## src/rtl/seq_detector_param.sv

```systemverilog
// Parametrised Moore sequence detector with run-time overlap selection.
// Optional saturating match counter is built only when SEQ_DET_COUNT_EN is defined.
module seq_detector_param #(
   parameter int           N       = 5,
   parameter logic [N-1:0] PATTERN = 5'b10011,
   parameter int           CW      = 8
) (
   input  logic          clk,
   input  logic          rst,
   input  logic          data,
   input  logic          valid,
   input  logic          overlap,
   output logic          detected,
   output logic [CW-1:0] match_count
);
   localparam int            SW     = $clog2(N + 1);
   localparam logic [SW-1:0] S_FULL = SW'(N);

   logic [SW-1:0] s_r;
   logic [N-2:0]  hist_r;
   logic          det_r;
   logic [N-1:0]  win_s;
   logic [N-1:0]  pre_s;
   logic [N-1:0]  mask_s;
   logic [SW-1:0] lim_s;
   logic [SW-1:0] best_s;
   logic [SW-1:0] nxt_s;

   // Next state: longest pattern prefix ending at the new bit, searched only
   // within the last s+1 bits so stale history never produces a false match.
   always_comb begin
      win_s  = {hist_r, data};
      best_s = {SW{1'b0}};
      pre_s  = {N{1'b0}};
      mask_s = {N{1'b0}};
      if (s_r == S_FULL) begin
         lim_s = S_FULL;
      end else begin
         lim_s = s_r + SW'(1);
      end
      for (int k = 1; k <= N; k++) begin
         pre_s  = PATTERN >> (N - k);
         mask_s = {N{1'b1}} >> (N - k);
         if ((k <= int'(lim_s)) && (((win_s ^ pre_s) & mask_s) == {N{1'b0}})) begin
            best_s = SW'(k);
         end else begin
            best_s = best_s;
         end
      end
      if ((s_r == S_FULL) && !overlap) begin
         nxt_s = {{(SW-1){1'b0}}, (data == PATTERN[N-1])};
      end else begin
         nxt_s = best_s;
      end
   end

   // State, bit history and registered detect flag; updated only on accepted bits.
   always_ff @(posedge clk) begin
      if (!rst) begin
         s_r    <= {SW{1'b0}};
         hist_r <= {(N-1){1'b0}};
         det_r  <= 1'b0;
      end else if (valid) begin
         s_r    <= nxt_s;
         hist_r <= win_s[N-2:0];
         det_r  <= (nxt_s == S_FULL);
      end else begin
         s_r    <= s_r;
         hist_r <= hist_r;
         det_r  <= det_r;
      end
   end

   assign detected = det_r;

`ifdef SEQ_DET_COUNT_EN
   logic [CW-1:0] cnt_r;

   // Saturating count of completed matches.
   always_ff @(posedge clk) begin
      if (!rst) begin
         cnt_r <= {CW{1'b0}};
      end else if (valid && (nxt_s == S_FULL) && (cnt_r != {CW{1'b1}})) begin
         cnt_r <= cnt_r + CW'(1);
      end else begin
         cnt_r <= cnt_r;
      end
   end

   assign match_count = cnt_r;
`else
   assign match_count = {CW{1'b0}};
`endif

endmodule

```

## config.mk

```make
export PLATFORM = sky130hd
export DESIGN_NAME = seq_detector_param
export DESIGN_NICKNAME = d
export VERILOG_FILES = /design/src/rtl/seq_detector_param.sv
export SDC_FILE = /design/constraint.sdc
export NUM_CORES = 1
export LEC_CHECK = 0
export CORE_AREA = 2 2 39 41
export CTS_BUF_LIST = sky130_fd_sc_hd__clkbuf_8
export CTS_CLUSTER_DIAMETER = 80
export DETAILED_ROUTE_END_ITERATION = 16
export DIE_AREA = 0 0 41 43
export PLACE_DENSITY = 0.71
export REMOVE_ABC_BUFFERS = 1
export SYNTH_ARGS = -nofsm -noshare
export SYNTH_HDL_FRONTEND = slang
export SYNTH_SLANG_ARGS = --single-unit
```

## constraint.sdc

```tcl
create_clock -name clk -period 1 [get_ports clk]
set_input_delay 0.2 -clock clk [delete_from_list [all_inputs] [get_ports clk]]
set_output_delay 0.2 -clock clk [all_outputs]
set_load 0.01 [all_outputs]
```

==> metrics <==
CP cell instances=buf_6 -> and3_4 -> a31oi_1 -> o21bai_1 -> a21oi_1; Final period util=1.07; CTS tree=built; initial antenna violation count=0; capture point of the worst reg-to-reg path=s_r[0]$_SDFFE_PN0P_; Setup WS post-layout=-0.0704 ns; num rows=14; chip height=43 um; gpl congestion=0.829; drc violations=0; Max rail drop VDD=0.746 mV; reg-to-reg startpoint=s_r[1]$_SDFFE_PN0P_; synthesized area per cell=8.74 um^2; Post-synth ARST share=0; first-pass GRT wire length=1900 um; largest net degree at the start of global routing=10; Fin Hold WS=0.464 ns; outcome=finished with violations; Max Slew Vio Count=0; hold path depth=3; io pins=14; clk buf depth=2; CP max stage delay=0.36 ns; hold_buf cts=0; PD cells=1220 nW/um^2; crit path max-delay cell type=dfxtp_4; post-synth cell types=26; dpl cells=87; clock latency at the later pin of the worst-skew pair=0.23 ns; non-filler cells, final=92; FF-to-FF setup slack=-0.07 ns; Hold Fails Final Rpt=0; commonest cells in the netlist=9 x buf_4, 8 x dfxtp_1, 5 x nor2b_1; CP Class=register to register; Setup Viol. Count Final=8; number of synthesized flops with an enable pin=0; Max FO, Critical Path=6; CTS Sinks=8; Ant. Diodes=0; failing checks=setup timing; RSZ-0062 raised after global routing=yes; min Tclk post-route=1.07 ns; crit end category=register; leading area contributor after synthesis=dfxtp_1; crit path launch=s_r[1]$_SDFFE_PN0P_; hold path startpoint=data; family with the most delay on the worst path=flip-flops; #FFs+latches synth=8; H-tree levels=1; clk slew on worst S/H paths=0.04 ns; CP Launch Type=register; top cells by area, synth=dfxtp_1 30%, buf_4 12%, mux2i_1 7.4%, buf_6 6.2%, nor2b_1 5.8%; Syn Inst Count=62; Via Count=465; Total Routed Length=1090 um; root buffer cell=clkbuf_8; Hold WC Path Type=primary input to register; die area=1760 um^2; core area=1380 um^2; crit path buf inv count=1; post-DR wirelength/cell=11.9 um; post-synth top area share=0.296; vias in the first global route=439; initial core utilization=0.392; total gr overflow=0; DR pass1 iterations=4; Synth Flop Type=dfxtp_1; YS warnings=0; Area Overhead vs Synth=28.2%; Synth Cell Area=542 um^2; Port Buffers=5; share of cells above drive strength 1=0.342; Max Freq=934 MHz; Die X=41 um; register area share after synthesis=0.296; CP required=1.16 ns; cell with the most instances after synthesis=buf_4; Leak=0.291 nW; hpwl dp=769 um; Layout Skew=0.00347 ns; GRT Util Overall=0.161; # nets final=83; drt initial violations=7; r2r worst-path depth=5; cts bufs inserted=3; via/cell ratio=5.05; Max Cap Violations=0; ANT nets after route=0; crit path DAT=1.23 ns; Hold Path End=hist_r[0]$_SDFFE_PN0P_
==> sequential cells by signal, summed over array words and instances (netlist names) <==
register and cells:
hist_r 4, s_r 3, detected 1
==> logic make-up after synthesis <==
kind of cell | synth area share
AND/OR/NAND/NOR | 0.206
AO/OA/AOI/OAI | 0.194
buffers and inverters | 0.208
flip-flops | 0.296
multiplexers | 0.0739
XOR/XNOR | 0.0162
other | 0.00692
==> final cells by class <==
type,count,area (um^2)
clock buffers,3,41.3
fillers,132,689
inverters,3,11.3
multi-input cells,46,323
flip-flops and latches,8,170
well taps,16,20.0
repair buffers,16,129
==> power breakdown <==
| part | internal [mW] | total (mW) | switching [mW] |
|---|---|---|---|
| registers | 0.324 | 0.336 | 0.0120 |
| clock network | 0.262 | 0.397 | 0.135 |
| logic | 0.0582 | 0.111 | 0.0530 |
| total | 0.644 | 0.845 | 0.201 |
==> tightest hold or removal path, delay by kind of cell <==
kind / cells / cell delay [ns]
mux: 1 / 0.09
simple gates: 1 / 0.11
buf+inv: 1 / 0.25
==> how the worst max path moves through the flow <==
stage,to,slack [ns],cells after the start
floorplan,s_r[0]$_SDFFE_PN0P_,-0.03,3
global placement,detected$_SDFFE_PN0P_,-0.36,5
detailed placement,detected$_SDFFE_PN0P_,-0.37,5
CTS,s_r[0]$_SDFFE_PN0P_,-0.05,3
global route,detected$_SDFFE_PN0P_,-0.1,4
finish,s_r[0]$_SDFFE_PN0P_,-0.07,5
==> layer usage <==
layer  track usage  share of wire  up-vias
met4        0.0800              0        0
met5             0              0        -
li1              -              -      234
met1         0.228           0.45      217
met3        0.0366          0.041        0
met2         0.222           0.51       14
==> metrics by stage <==
| stage | utilization | TNS (ns) | power (mW) | worst slack (ns) | cell area (um^2) |
|---|---|---|---|---|---|
| 6_report | 0.502 | -0.300 | 0.845 | -0.0704 | 694 |
| 5_1_grt | 0.502 | -0.683 | 0.893 | -0.0984 | 694 |
| 2_1_floorplan | - | -0.0513 | 0.391 | -0.0287 | 467 |
| 3_5_place_dp | 0.437 | -2.45 | 0.448 | -0.372 | 604 |
| 3_3_place_gp | 0.437 | -2.38 | 0.447 | -0.362 | 604 |
| 4_1_cts | 0.487 | -0.284 | 0.847 | -0.0524 | 674 |
==> what timing repair did <==
item	CTS	global route
setup endpoints to repair	9	9
setup buffers	0	2
pin swaps	3	5
gates resized for setup	14	6
==> placed cells by master, fill, tap and decap left out, drive strengths merged <==
master	instances
a21boi	2
a21oi	4
a221oi	1
a31o	1
a31oi	3
and3	1
and4bb	1
buf	11
clkbuf	4
clkdlybuf4s50	2
conb	8
dfxtp	8
dlygate4sd2	2
inv	3
mux2i	4
nand2	3
nand2b	1
nand3	3
nand4b	1
nor2b	5
nor3	2
o2111ai	1
o21a	1
o21ai	2
o21bai	1
xnor2	1
Note: power is estimated with default switching activity, not from simulation.
